$ cat config.mk
export PLATFORM = sky130hd
export DESIGN_NAME = sigmoid_pla_sched
export DESIGN_NICKNAME = d
export VERILOG_FILES = /design/src/rtl/sigmoid_pkg.sv /design/src/rtl/sigmoid_seg_sel.sv /design/src/rtl/sigmoid_pla_sched.sv
export SDC_FILE = /design/constraint.sdc
export NUM_CORES = 1
export LEC_CHECK = 0
export CORE_ASPECT_RATIO = 0.75
export CORE_MARGIN = 2
export CORE_UTILIZATION = 25
export CTS_CLUSTER_DIAMETER = 30
export DETAILED_ROUTE_END_ITERATION = 12
export GPL_TIMING_DRIVEN = 1
export PLACE_DENSITY = 0.51
export SKIP_LAST_GASP = 1
export SLEW_MARGIN = 10
export SYNTH_ARGS = -nofsm -noshare
export SYNTH_HDL_FRONTEND = slang
export SYNTH_HIERARCHICAL = 1
export SYNTH_SLANG_ARGS = --single-unit
$ cat constraint.sdc
create_clock -name clk -period 9.8 [get_ports clk]
set_input_delay 1.47 -clock clk [delete_from_list [all_inputs] [get_ports clk]]
set_output_delay 1.47 -clock clk [all_outputs]
set_load 0.03 [all_outputs]
$ cat src/rtl/sigmoid_pkg.sv
// Shared defaults and configuration-select encoding for the PLA sigmoid scheduler.
package sigmoid_pkg;

  localparam int unsigned BITS = 16;
  localparam int unsigned FRAC = 8;
  localparam int unsigned NREQ = 4;
  localparam int unsigned NSEG = 4;

  typedef enum logic [1:0] {
    CFG_GRAD = 2'd0,
    CFG_OFFS = 2'd1,
    CFG_BP   = 2'd2,
    CFG_RSVD = 2'd3
  } cfg_sel_e;

endpackage

$ cat src/rtl/sigmoid_seg_sel.sv
// Segment selection: |x| (clamped at the most negative code) compared against
// the ascending breakpoint table; seg is the number of breakpoints at or below |x|.
module sigmoid_seg_sel #(
  parameter int unsigned BITS = sigmoid_pkg::BITS,
  parameter int unsigned NSEG = sigmoid_pkg::NSEG,
  localparam int unsigned SEGW = $clog2(NSEG)
) (
  input  logic [BITS-1:0]          i_x,
  input  logic [(NSEG-1)*BITS-1:0] i_bp,
  output logic [SEGW-1:0]          o_seg_c
);
  import sigmoid_pkg::*;

  localparam logic [BITS-1:0] X_MIN   = {1'b1, {(BITS-1){1'b0}}};
  localparam logic [BITS-1:0] MAG_MAX = {1'b0, {(BITS-1){1'b1}}};

  logic [BITS-1:0] w_mag;

  always_comb begin
    w_mag   = i_x;
    o_seg_c = '0;
    if (i_x[BITS-1]) begin
      w_mag = (i_x == X_MIN) ? MAG_MAX : BITS'(-i_x);
    end
    for (int i = 0; i < int'(NSEG) - 1; i++) begin
      if ($signed(w_mag) >= $signed(i_bp[i*BITS +: BITS])) begin
        o_seg_c = o_seg_c + SEGW'(1);
      end
    end
  end

endmodule

$ cat src/rtl/sigmoid_pla_sched.sv
// Round-robin front-end sharing one PLA sigmoid evaluator between NREQ requesters:
// programmable tables, stage-1 segment/coefficient capture, stage-2 multiply-add.
module sigmoid_pla_sched #(
  parameter int unsigned BITS = sigmoid_pkg::BITS,
  parameter int unsigned FRAC = sigmoid_pkg::FRAC,
  parameter int unsigned NREQ = sigmoid_pkg::NREQ,
  parameter int unsigned NSEG = sigmoid_pkg::NSEG,
  localparam int unsigned SEGW = $clog2(NSEG),
  localparam int unsigned IDW  = $clog2(NREQ)
) (
  input  logic                 clk,
  input  logic                 rst_n,
  input  logic [NREQ-1:0]      req_valid,
  input  logic [NREQ*BITS-1:0] req_x,
  output logic [NREQ-1:0]      req_ready,
  input  logic                 cfg_we,
  input  logic [1:0]           cfg_sel,
  input  logic [SEGW-1:0]      cfg_addr,
  input  logic [BITS-1:0]      cfg_data,
  output logic                 out_valid,
  input  logic                 out_ready,
  output logic [BITS-1:0]      out_data,
  output logic [IDW-1:0]       out_id
);
  import sigmoid_pkg::*;

  localparam logic [BITS-1:0] BP_RST = {1'b0, {(BITS-1){1'b1}}};

  // Coefficient tables
  logic [BITS-1:0]          r_grad [NSEG];
  logic [BITS-1:0]          r_offs [NSEG];
  logic [(NSEG-1)*BITS-1:0] r_bp;

  // Arbiter
  logic [IDW-1:0]  r_rr;
  logic [IDW:0]    w_idx;
  logic            w_found;
  logic [IDW-1:0]  w_grant_idx;
  logic [NREQ-1:0] w_grant;
  logic            w_accept;
  logic            w_stall;
  logic [BITS-1:0] w_x;
  logic [SEGW-1:0] w_seg;

  // Stage 1
  logic            r_s1_valid;
  logic [BITS-1:0] r_s1_x;
  logic [IDW-1:0]  r_s1_id;
  logic [BITS-1:0] r_s1_grad;
  logic [BITS-1:0] r_s1_offs;

  // Stage 2 / output
  logic signed [2*BITS-1:0] w_prod;
  logic [BITS-1:0]          w_eval;
  logic                     r_out_valid;
  logic [BITS-1:0]          r_out_data;
  logic [IDW-1:0]           r_out_id;

  always_ff @(posedge clk or negedge rst_n) begin
    if (!rst_n) begin
      for (int i = 0; i < int'(NSEG); i++) begin
        r_grad[i] <= '0;
        r_offs[i] <= '0;
      end
      r_bp <= {(NSEG-1){BP_RST}};
    end else if (cfg_we) begin
      case (cfg_sel_e'(cfg_sel))
        CFG_GRAD: r_grad[cfg_addr] <= cfg_data;
        CFG_OFFS: r_offs[cfg_addr] <= cfg_data;
        CFG_BP: begin
          if (32'(cfg_addr) < NSEG - 1) begin
            r_bp[cfg_addr*BITS +: BITS] <= cfg_data;
          end
        end
        default: ;
      endcase
    end
  end

  assign w_stall = r_out_valid & ~out_ready;

  // First valid requester at or after rr, modulo NREQ; suppressed during stall/reset
  always_comb begin
    w_idx       = '0;
    w_found     = 1'b0;
    w_grant_idx = '0;
    w_grant     = '0;
    for (int unsigned k = 0; k < NREQ; k++) begin
      w_idx = {1'b0, r_rr} + (IDW+1)'(k);
      if (w_idx >= (IDW+1)'(NREQ)) begin
        w_idx = w_idx - (IDW+1)'(NREQ);
      end
      if (!w_found && req_valid[w_idx[IDW-1:0]]) begin
        w_found     = 1'b1;
        w_grant_idx = w_idx[IDW-1:0];
      end
    end
    if (w_found && !w_stall && rst_n) begin
      w_grant[w_grant_idx] = 1'b1;
    end
  end

  assign req_ready = w_grant;
  assign w_accept  = |w_grant;
  assign w_x       = req_x[w_grant_idx*BITS +: BITS];

  sigmoid_seg_sel #(
    .BITS (BITS),
    .NSEG (NSEG)
  ) u_seg_sel (
    .i_x     (w_x),
    .i_bp    (r_bp),
    .o_seg_c (w_seg)
  );

  always_ff @(posedge clk or negedge rst_n) begin
    if (!rst_n) begin
      r_rr <= '0;
    end else if (w_accept) begin
      r_rr <= (w_grant_idx == IDW'(NREQ - 1)) ? '0 : w_grant_idx + IDW'(1);
    end
  end

  // Stage 1: coefficients are captured here so later table writes never reach in-flight samples
  always_ff @(posedge clk or negedge rst_n) begin
    if (!rst_n) begin
      r_s1_valid <= 1'b0;
      r_s1_x     <= '0;
      r_s1_id    <= '0;
      r_s1_grad  <= '0;
      r_s1_offs  <= '0;
    end else if (!w_stall) begin
      r_s1_valid <= w_accept;
      if (w_accept) begin
        r_s1_x    <= w_x;
        r_s1_id   <= w_grant_idx;
        r_s1_grad <= r_grad[w_seg];
        r_s1_offs <= r_offs[w_seg];
      end
    end
  end

  // Stage 2: (x*grad)>>>FRAC +/- offset, wrapping
  always_comb begin
    w_prod = (2*BITS)'($signed(r_s1_x)) * (2*BITS)'($signed(r_s1_grad));
    w_eval = BITS'(w_prod >>> FRAC)
           + (r_s1_x[BITS-1] ? BITS'(-r_s1_offs) : r_s1_offs);
  end

  always_ff @(posedge clk or negedge rst_n) begin
    if (!rst_n) begin
      r_out_valid <= 1'b0;
      r_out_data  <= '0;
      r_out_id    <= '0;
    end else if (!w_stall) begin
      r_out_valid <= r_s1_valid;
      if (r_s1_valid) begin
        r_out_data <= w_eval;
        r_out_id   <= r_s1_id;
      end
    end
  end

  assign out_valid = r_out_valid;
  assign out_data  = r_out_data;
  assign out_id    = r_out_id;

endmodule
## After elaboration in Yosys (flattened, before gate mapping)

Cells that the tools add are included.

- $lt $le $gt $ge: 17
- Eq/ne operators: 4
- Add/sub/neg operators: 14
- Bitwise gates (word level): 5
- Reductions and logical operators: 18
- Mux-type cells: 41
- Shift operators: 3
- Multipliers: 1

Operators by type and width:

| kind | count |
|---|---|
| $bwmux W64 | 2 |
| $mux W16 | 8 |
| $bmux W16 S2 | 2 |
| $shiftx A64 B7 Y16 | 1 |
| $bwmux W48 | 1 |
| $ge A16 B16 Y1 | 3 |
| $shift A16 B34 Y48 const A | 1 |
| $shiftx A16 B34 Y48 | 1 |
| $neg A6 Y34 | 1 |
| $demux W16 S2 | 1 |
| $neg A16 Y16 | 2 |
| $mul A16 B16 Y24 | 1 |
| $mux W2 | 11 |
| $add A16 B16 Y16 | 1 |
| $eq A16 B16 Y1 const B | 1 |
| $ge A3 B3 Y1 const B | 5 |
| $lt A2 B3 Y1 const B | 5 |
| $mux W1 | 10 |
| $bmux W1 S2 | 4 |
| $reduce_and A2 Y1 | 4 |
| $sub A2 B1 Y2 const B | 4 |
| $logic_and A1 B1 Y1 | 7 |
| $add A2 B2 Y3 const B | 2 |
| $not A2 Y3 | 2 |
| other kinds (17) | 23 |

- Register bits: 248

## Depth between registers and ports, before layout

Gate-level depths: netlist of the first run.

- Word-level depth: 28
- Gate-level depth with buffers: 31
- Depth with buffers taken out: 29

## Hierarchy

Netlist of the first run, hierarchy kept.

By module, submodules not included:

| module | seq. area each (µm²) | cells an instance | times used | area an instance (µm²) |
|---|---|---|---|---|
| sigmoid_pla_sched | 6262.3 | 1887 | 1 | 19263.5 |
| sigmoid_seg_sel | 0.0 | 237 | 1 | 1686.6 |

## Worst setup path before layout of the first run

OpenSTA, ideal clock, no wires.

- Kind: input -> register
- Start: input req_valid[2]
- End: register r_s1_offs[1]
- Setup slack: 2155 ps
- Arrival time: 7512 ps
- Cell stages on the path: 26
- Cells stage by stage: mux2_2 > a221oi_1 > clkbuf_1 > buf_2 > mux2i_1 > mux2i_1 > or3_4 > or3_4 > or4_4 > o21ai_2 > o21ai_1 > mux2_2 > ha_1 > a21o_1 > nand2_1 > a31oi_1 > a21oi_1 > o21ai_0 > a21o_1 > ha_1 > xnor2_1 > clkbuf_1 > buf_1 > mux4_2 > nand2_1 > o21ai_0

- Cells in the longest elaborated chain, start to end: 26
- Elaborated cells on any way between the ends: 49
- Those cells by class: add/sub (3); order compare (5); eq/ne (1); shift (1); mux (27); bitwise (1); reduce/logical (11)

Ends and longest elaborated chain:

| what | RTL line | text |
|---|---|---|
| from (decl) | sigmoid_pla_sched.sv:13 | `input logic [NREQ-1:0] req_valid,` |
| $bmux W1 S2 | sigmoid_pla_sched.sv:93 | `if (!w_found && req_valid[w_idx[IDW-1:0]]) begin` |
| $mux W1 (not written as such) | sigmoid_pla_sched.sv:93 |  |
| $mux W1 | sigmoid_pla_sched.sv:93 |  |
| $logic_not A1 Y1 | sigmoid_pla_sched.sv:93 |  |
| $logic_and A1 B1 Y1 | sigmoid_pla_sched.sv:93 |  |
| $mux W1 | sigmoid_pla_sched.sv:93 |  |
| $logic_not A1 Y1 | sigmoid_pla_sched.sv:93 |  |
| $logic_and A1 B1 Y1 | sigmoid_pla_sched.sv:93 |  |
| (+5 left out) | n/a |  |
| net w_x[3] | sigmoid_pla_sched.sv:42 | `logic [BITS-1:0] w_x;` |
| (+5 left out) | n/a |  |
| $add A1 B1 Y2 | sigmoid_seg_sel.sv:27 | `o_seg_c = o_seg_c + SEGW'(1);` |
| $mux W2 | sigmoid_seg_sel.sv:26 | `if ($signed(w_mag) >= $signed(i_bp[i*BITS +: BITS])) begin` |
| $add A2 B1 Y2 | sigmoid_seg_sel.sv:27 |  |
| $mux W2 * | sigmoid_seg_sel.sv:26 |  |
| net w_seg[0] | sigmoid_pla_sched.sv:43 | `logic [SEGW-1:0] w_seg;` |
| $not A2 Y3 (not written as such) * | sigmoid_pla_sched.sv:138 | `r_s1_offs <= r_offs[w_seg];` |
| $bmux W16 S2 * | sigmoid_pla_sched.sv:138 |  |
| $mux W16 (not written as such) * (2 in a row) | sigmoid_pla_sched.sv:138 |  |
| to (signal assigned) | sigmoid_pla_sched.sv:138 |  |
| to (decl) | sigmoid_pla_sched.sv:50 | `logic [BITS-1:0] r_s1_offs;` |

Mark *: on every way through the listed nets, which the timed path passes. The rest lies on a longest branch. The select of a mux whose other input is x is not followed.
A chain may end at the register's enable or synchronous reset.

## Worst setup path after layout of the first run

- Start: register r_s1_x[1]
- End: register r_out_data[15] (netlist: out_data[15])

- Cells in the longest elaborated chain, start to end: 2

Ends and longest elaborated chain:

| what | RTL line | text |
|---|---|---|
| from (decl) | sigmoid_pla_sched.sv:47 | `logic [BITS-1:0] r_s1_x;` |
| from (signal assigned) | sigmoid_pla_sched.sv:135 | `r_s1_x <= w_x;` |
| $mul A16 B16 Y24 | sigmoid_pla_sched.sv:145 | `w_prod = (2*BITS)'($signed(r_s1_x)) * (2*BITS)'($signed(r_s1_grad));` |
| $add A16 B16 Y16 | sigmoid_pla_sched.sv:147 | `+ (r_s1_x[BITS-1] ? BITS'(-r_s1_offs) : r_s1_offs);` |
| to (signal assigned) | sigmoid_pla_sched.sv:158 | `r_out_data <= w_eval;` |
| to (decl) | sigmoid_pla_sched.sv:56 | `logic [BITS-1:0] r_out_data;` |

Every way passes these cells.

==> impl_metrics.ini, run 1 <==
[worst_setup_path]
cp-end-kind = flip-flop
arrival_ns = 8.47
worstSetupPathType = reg2reg
cp_max_fo = 17
rrSetupSlack_ns = 1.73
crit_top_cell = fa_1
crit_chain = nand2_1 -> fa_1 -> fa_1 -> inv_1 -> fa_1 -> fa_1 -> fa_1 -> inv_1 -> fa_1 -> inv_1 -> ha_1 -> and3_1 -> nand3_1 -> or2_2 -> o31a_1 -> o311ai_1 -> o21a_1 -> nor2_1 -> xnor2_1 -> ha_1 -> and3_1 -> a311o_1 -> xnor3_1 -> o21ai_1
crit_end = out_data[15]
crit_start = r_s1_x[1]
cp.required_ns = 10.20
r2r_end = out_data[15]
timing.rr.start = r_s1_x[1]
cp-start-kind = flip-flop
cpPeakStageDelay_ns = 0.85
crit_path_top_delay_cell = dfrtp_1
r2r_cells = 24

[final_layout]
layout_common_cells = 406 x nand2_1, 310 x inv_1, 203 x dfrtp_1
syn2layout_area_growth_pct = 17.8
seqCellArea_um2 = 6260
finalNetCount = 2618
drive_gt1_frac = 0.145
antenna_cells = 0
fill_cells = 8638
layout_commonest_cell = nand2_1
multi_input_area_um2 = 13200

[clocking]
cts_tree = built
hold_buffers = 0
clk_pin_slew_worst_paths_ns = 0.06
cts_resized = 0
insertion_delay_ns = 0.54
clock_path_buffers = 3
clockRootBuffer = clkbuf_16
cts_setup_buffers = 0
clkSinkCount = 248
numCtsBuffers = 39
htreeDepth = 2

[logic_synthesis]
synth_cell_types = 64
syn-mean-instance-area_um2 = 9.86
syn_inst = 2124
yosysSeqAreaShare = 0.299
synth_ff_type = dfrtp_1
syn_nets = 2551
yosysWarnings = 6
syn-cell-area_um2 = 21000
synth.ff_latch_count = 248
synth-edff-count = 0
ys_async_sr_fraction = 1.00

[sta]
rsz0062_at_grt = no
slew_viol_final = 0
hold_viol_final = 0
finalSetupTns_ns = 0
clock_skew_ns = 0.0162
max_freq_mhz = 124
relSlewSlack = 0.220
setup_viol = 0
fin_crit_ns = 8.07
worstMarginPinSlew_ns = 1.17
fin_crit_sh = 0.823

[detailed_routing]
dr_total_vias = 14858
drc = 0
drt_first_pass_iters = 5
avgRoutedWirePerCell_um = 17.4
vias_per_cell = 4.45
drt_wl_total_um = 58000
ant_nets = 0
drt_iter0_markers = 770

[floorplan]
die_y_um = 255
rows = 91
die_area_um2 = 86200
ios = 115
core_area_um2 = 82700
dieWidth_um = 338
floorplan.initialDensity = 0.253

[global_routing]
grtUsageTotal = 0.137
grt_pass1_wl_um = 92500
overflow = 0
grt_pass1_vias = 16070
grt_max_degree = 67
antenna_found_initial = 2

[place]
gp_congestion = 0.885
place.port_buffers = 114
dp_hpwl_um = 44000

[min_path]
hp-class = reg2reg

[run]
max_cap_viol_count = 0

[outcome]
status = complete, no violations
## how the worst min path moves through the flow
stage | start | end | cells after the start
finish | out_data[7] | out_data[7] | 2
global route | r_bp[30] | r_bp[30] | 2
CTS | r_bp[7] | r_bp[7] | 2
detailed placement | r_s1_valid | out_valid | 2
global placement | r_s1_valid | out_valid | 2
floorplan | r_s1_valid | out_valid | 2
## kinds of logic (layout without fill, tap and decap cells)
| family | count (synthesis) | in the layout | synth area share |
|---|---|---|---|
| buffers and inverters | 416 | 512 | 0.0748 |
| xor gates and xnor gates | 68 | 68 | 0.0294 |
| and+or+nand+nor | 646 | 646 | 0.143 |
| adders and majority gates | 335 | 335 | 0.267 |
| muxes | 215 | 215 | 0.130 |
| AOI/OAI and AO/OA | 196 | 196 | 0.0574 |
| DFF | 248 | 248 | 0.299 |
## through the flow
step	hold slack (ns)	instances	setup WS (ns)	utilization	cell area, um2
after floorplan	0.436	2124	2.16	-	21000
after global placement	0.451	3266	1.60	0.282	23300
after detailed placement	0.451	3266	1.35	0.282	23300
after CTS	0.481	3336	1.72	0.298	24700
after global routing	0.493	3336	1.28	0.298	24700
final	0.477	3336	1.73	0.298	24700
## layout make-up
class,count,share of cell area
clock buffers,41,0.0399
clock inverters,29,0.0158
inverters,311,0.0473
multi-input cells,1460,0.534
flip-flops and latches,248,0.254
well taps,1116,0.0566
repair buffers,131,0.0521
## synth_stat cells, types with 32 or more instances
master | n | area, um2
a21oi_1 | 32 | 160
and2_1 | 113 | 707
clkbuf_1 | 98 | 368
dfrtp_1 | 203 | 5080
dfstp_2 | 45 | 1180
fa_1 | 187 | 3740
ha_1 | 148 | 1850
inv_1 | 310 | 1160
mux2_2 | 134 | 1510
mux2i_1 | 49 | 490
mux4_2 | 32 | 721
nand2_1 | 406 | 1520
nor2_1 | 33 | 124
o21ai_0 | 89 | 445
xnor2_1 | 43 | 377
## flip-flops by register name (all words and copies together), names as in the netlist
signal and flops:
out_id 2, r_s1_id 2, r_bp 48, r_grad 64, out_data 16, r_s1_x 16, r_offs 64, r_s1_grad 16
out_valid 1, r_s1_valid 1, r_rr 2, r_s1_offs 16
## worst max-delay path: cells and delay by family, from the launching register on
family	cells	cell delay [ns]
AND/OR/NAND/NOR	6	1.06
buffers and inverters	3	0.16
AO/OA/AOI/OAI	5	1.30
XOR/XNOR	2	0.54
flip-flops	1	0.85
adder cells (fa/ha/maj)	8	4.00
## per-layer routing
metal / part of all wire / wire (um) / global-route usage / vias to the layer above
met3: 0.063 / 3680 / 0.0322 / 66
met4: 0.015 / 865 / 0.0243 / 0
met2: 0.41 / 24000 / 0.204 / 388
li1: - / - / - / 6949
met1: 0.51 / 29400 / 0.202 / 7455
met5: 0 / 0 / 0 / -
Power of run 1 is not shown: default switching activity piles up to over one toggle a cycle in this logic, so the estimate is an artifact.
==> run 2, diff against run 1 <==
--- a/config.mk
+++ b/config.mk
@@ -11,7 +11,7 @@
 export CTS_CLUSTER_DIAMETER = 30
 export DETAILED_ROUTE_END_ITERATION = 12
 export GPL_TIMING_DRIVEN = 1
-export PLACE_DENSITY = 0.51
+export PLACE_DENSITY = 0.52
 export SKIP_LAST_GASP = 1
 export SLEW_MARGIN = 10
 export SYNTH_ARGS = -nofsm -noshare
==> constraint.sdc (replaced) <==
create_clock -name clk -period 6.65 [get_ports clk]
set_input_delay 0.9975 -clock clk [delete_from_list [all_inputs] [get_ports clk]]
set_output_delay 0.9975 -clock clk [all_outputs]
set_load 0.03 [all_outputs]
==> run 2 against run 1 <==
Against the previous run:
- the run now ends with negative setup slack left
- die area did not move
- critical path depth rose by 4
- via count rose by 5.9%
- register-to-register slack got worse by 2.0 ns
- critical endpoint unchanged
- maximum frequency rose by 16%
==> impl_metrics.ini, run 2 (synthesis results as in run 1) <==
[sta]
hold_viol_final = 0
whs_ns = 0.437
setup_viol = 4
clock_skew_ns = 0.0625
final.setup.worst_slack_ns = -0.314
rsz0062_at_grt = yes
relSlewSlack = 0.164
max_freq_mhz = 144
fin_crit_ns = 6.96
slew_viol_final = 0
fin_crit_sh = 1.05
worstMarginPinSlew_ns = 1.25

[detailed_routing]
drt_wl_total_um = 60700
ant_nets = 0
avgRoutedWirePerCell_um = 17.0
drt_first_pass_iters = 5
drt_iter0_markers = 935
vias_per_cell = 4.40
drc = 0
dr_total_vias = 15732

[global_routing]
grt_pass1_vias = 16881
grt_pass1_wl_um = 96600
grt_max_degree = 145
overflow = 0
grtUsageTotal = 0.142
antenna_found_initial = 3

[worst_setup_path]
cpPeakStageDelay_ns = 0.55
cp-end-kind = flip-flop
arrival_ns = 7.35
cp-start-kind = flip-flop
r2r_cells = 28
crit_start = r_s1_grad[6]
worstSetupPathType = reg2reg
rrSetupSlack_ns = -0.31
crit_path_top_delay_cell = fa_1
timing.rr.start = r_s1_grad[6]
crit_end = out_data[15]
cp.required_ns = 7.04
crit_top_cell = fa_1
r2r_end = out_data[15]
cp_max_fo = 6

[clocking]
insertion_delay_ns = 0.58
clkSinkCount = 248
clockRootBuffer = clkbuf_16
clk_pin_slew_worst_paths_ns = 0.06
cts_tree = built
numCtsBuffers = 40
htreeDepth = 2
clock_path_buffers = 3

[outcome]
status = complete, but fails checks
failed_checks = negative setup slack

[place]
gp_congestion = 0.857
dp_hpwl_um = 47200
place.port_buffers = 114

[final_layout]
multi_input_area_um2 = 13800
syn2layout_area_growth_pct = 30.5
fill_cells = 8434
drive_gt1_frac = 0.283
layout_commonest_cell = nand2_1
finalNetCount = 2850
layout_common_cells = 397 x nand2_1, 289 x inv_1, 216 x buf_4
reg.largest.list = r_grad: 64 flops, r_offs: 64 flops, r_bp: 48 flops
seqCellArea_um2 = 6280

[run]
max_cap_viol_count = 0

[floorplan]
dieWidth_um = 338
die_y_um = 255
rows = 91
die_area_um2 = 86200
core_area_um2 = 82700
floorplan.initialDensity = 0.253
ios = 115

[min_path]
hp-class = in2async
run 2: cell count changes in the layout (fill, tap and decap cells not counted), sizes merged, moves of 3 or more:
cell	previous run	this run
clkdlybuf4s50	113	110
dlymetal6s2s	0	3
bufinv	6	2
buf	18	248
clkinv	6	3
clkbuf	41	52
run 2: layer usage:
metal,wire [um],GRT usage,vias up
li1,-,-,7437
met4,948,0.0232,4
met5,27,0,-
met1,29900,0.202,7896
met3,3640,0.0335,61
met2,26200,0.223,334
run 2: how the worst min path moves through the flow:
stage,from,cells after the start,end
after floorplan,r_s1_valid,2,out_valid
after global placement,r_s1_valid,2,out_valid
after detailed placement,r_s1_valid,2,out_valid
after CTS,r_s1_valid,2,out_valid
after global routing,r_bp[35],2,r_bp[35]
final,rst_n,1,r_rr[1]
run 2: critical path: cells and delay by family (launching register included):
family,cells,cell delay [ns]
flip-flops,1,0.47
XOR/XNOR,2,0.37
adder cells (fa/ha/maj),8,3.56
AND/OR/NAND/NOR,4,0.87
buffers and inverters,7,0.50
AO/OA/AOI/OAI,7,1.05
run 2: repair_timing:
action / 4_1_cts / 5_1_grt
endpoints found under the setup margin: 39 / 40
hold buffers: 0 / 0
gates resized for setup: 48 / 104
buffers inserted: 11 / 23
pin swaps: 23 / 45
hold endpoints to repair: 0 / 0
gates cloned: 3 / 1
run 2: layout make-up:
type,instances,area share
diodes,1,0.0000915
clock buffers,51,0.0414
clock inverters,23,0.0105
inverters,311,0.0429
multi-input cells,1460,0.504
flip-flops and latches,248,0.230
well taps,1116,0.0511
repair buffers,362,0.120
run 2: metrics by stage:
stage                     std cells  utilization  setup slack, ns  instance area (um2)  setup TNS [ns]
after floorplan                2124            -          -0.0836                21300         -0.0836
after global placement         3463        0.304           -0.745                25100          -22.29
after detailed placement       3463        0.304           -0.807                25100          -24.51
after CTS                      3551        0.325           -0.335                26900           -1.02
after global routing           3571        0.331           -0.578                27300           -2.65
final                          3572        0.331           -0.314                27400          -0.775
Power of run 2 is left out for the same reason.
==> run 3, diff against run 2 <==
--- a/config.mk
+++ b/config.mk
@@ -8,9 +8,11 @@
 export CORE_ASPECT_RATIO = 0.75
 export CORE_MARGIN = 2
 export CORE_UTILIZATION = 25
+export CTS_BUF_LIST = sky130_fd_sc_hd__clkbuf_8
 export CTS_CLUSTER_DIAMETER = 30
 export DETAILED_ROUTE_END_ITERATION = 12
 export GPL_TIMING_DRIVEN = 1
+export MAX_ROUTING_LAYER = met4
 export PLACE_DENSITY = 0.52
 export SKIP_LAST_GASP = 1
 export SLEW_MARGIN = 10
==> run 3 against run 2 <==
Against the previous run:
- the run still ends with negative setup slack left
- register-to-register slack gained 0.04 ns
- global-route usage grew 0.45 points
- critical path depth is the same
- count of clock-buffer cells in the layout grew 5
- die area is the same
- highest routed layer is now met4
==> impl_metrics.ini, run 3 (synthesis results as in run 1) <==
[worst_setup_path]
cp.required_ns = 7.11
worstSetupPathType = reg2reg
cpPeakStageDelay_ns = 0.54
cp-end-kind = flip-flop
cp-start-kind = flip-flop
cp_max_fo = 5
crit_top_cell = fa_1
crit_path_top_delay_cell = fa_1
arrival_ns = 7.39

[sta]
final.setup.worst_slack_ns = -0.277
slew_viol_final = 0
fin_crit_ns = 6.93
worstMarginPinSlew_ns = 1.25
hold_viol_final = 0
setup_viol = 5
max_freq_mhz = 144
rsz0062_at_grt = yes
clock_skew_ns = 0.0403
fin_crit_sh = 1.04
relSlewSlack = 0.166

[final_layout]
syn2layout_area_growth_pct = 29.7
drive_gt1_frac = 0.282
layout_common_cells = 403 x nand2_1, 302 x inv_1, 240 x buf_4
reg.largest.list = r_grad: 64 flops, r_offs: 64 flops, r_bp: 48 flops
fill_cells = 8519
layout_commonest_cell = nand2_1
final_cell_area_um2 = 27200
finalNetCount = 2880

[clocking]
htreeDepth = 2
cts_tree = built
clk_pin_slew_worst_paths_ns = 0.06
clock_path_buffers = 3
hold_buffers = 0
insertion_delay_ns = 0.62
clockRootBuffer = clkbuf_8
numCtsBuffers = 48
clkSinkCount = 248

[outcome]
failed_checks = negative setup slack
status = complete, but fails checks

[global_routing]
grt_max_degree = 101
grt_pass1_wl_um = 96600
grtUsageTotal = 0.147
grt_pass1_vias = 17011
overflow = 0
antenna_found_initial = 1

[detailed_routing]
drt_first_pass_iters = 4
routed.top_layer = met4
ant_nets = 0
drt_wl_total_um = 61000
drt_iter0_markers = 819
drc = 0
wl_met3_um = 4120
met1_length_um = 29400
dr_total_vias = 15863
wl_met2_um = 26700
vias_per_cell = 4.40
avgRoutedWirePerCell_um = 16.9

[place]
dp_hpwl_um = 47500
pre_cts_ws_ns = -0.771
post_dp_cell_area_um2 = 25200
place.port_buffers = 114
gp_congestion = 0.870

[floorplan]
die_y_um = 255
rows = 91
floorplan.initialDensity = 0.253
die_area_um2 = 86200
core_area_um2 = 82700
ios = 115
dieWidth_um = 338

[run]
max_cap_viol_count = 0

[min_path]
hp-class = in2async
run 3: cell types whose count changed in the layout (fill, tap and decap cells not counted), sizes merged, moves of 3 or more:
cell / previous run / this run
clkbuf: 52 / 59
clkinv: 3 / 10
bufinv: 2 / 6
dlymetal6s2s: 3 / 0
clkdlybuf4s50: 110 / 113
buf: 248 / 268
run 3: cell type report:
cell class                 instances  area [um2]  area share
multi-input combinational       1460       13700       0.506
sequential                       248        6280       0.231
timing repair buffer             384        3440       0.127
tap                             1116        1400      0.0514
inverter                         311        1170      0.0432
clock buffer                      56         771      0.0284
clock inverter                    32         359      0.0132
antenna                            2        5.00    0.000184
run 3: through the flow:
stage / setup TNS [ns] / utilization / cells / hold slack [ns]
final: -0.784 / 0.329 / 3609 / 0.413
after global placement: -21.84 / 0.304 / 3469 / 0.452
after floorplan: -0.0836 / - / 2124 / 0.436
after global routing: -2.91 / 0.329 / 3607 / 0.429
after CTS: -0.816 / 0.323 / 3584 / 0.413
after detailed placement: -24.10 / 0.304 / 3469 / 0.468
run 3: timing repair:
item	4_1_cts	5_1_grt
buffers inserted	29	20
resized for setup	72	42
cloned	0	3
pin swaps	72	28
setup endpoints to repair	34	40
run 3: metal layers:
| metal | GRT usage | vias up |
|---|---|---|
| met5 | - | - |
| met4 | 0.0245 | 0 |
| met3 | 0.0335 | 66 |
| met2 | 0.224 | 380 |
| met1 | 0.202 | 7930 |
| li1 | - | 7487 |
run 3: worst max-delay path: cells and delay by family (launching register included):
kind / cells / cell delay (ns)
adders and majority gates: 8 / 3.59
AOI/OAI and AO/OA: 8 / 1.18
and+or+nand+nor: 4 / 0.84
DFF: 1 / 0.43
buffers and inverters: 6 / 0.38
xor gates and xnor gates: 2 / 0.38
run 3: final timing paths:
check | startpoint | to | slack, ns | depth (start not counted)
min | rst_n | r_rr[1] | 0.41 | 1
min in group clk | r_s1_id[0] | r_s1_id[0] | 0.48 | 2
max in group asynchronous | rst_n | r_s1_grad[9] | 3.74 | 3
max | r_s1_grad[6] | out_data[15] | -0.28 | 28
max reg2reg | r_s1_grad[6] | out_data[15] | -0.28 | 28
min reg2reg | r_s1_id[0] | r_s1_id[0] | 0.48 | 2
Power of run 3 is left out for the same reason.
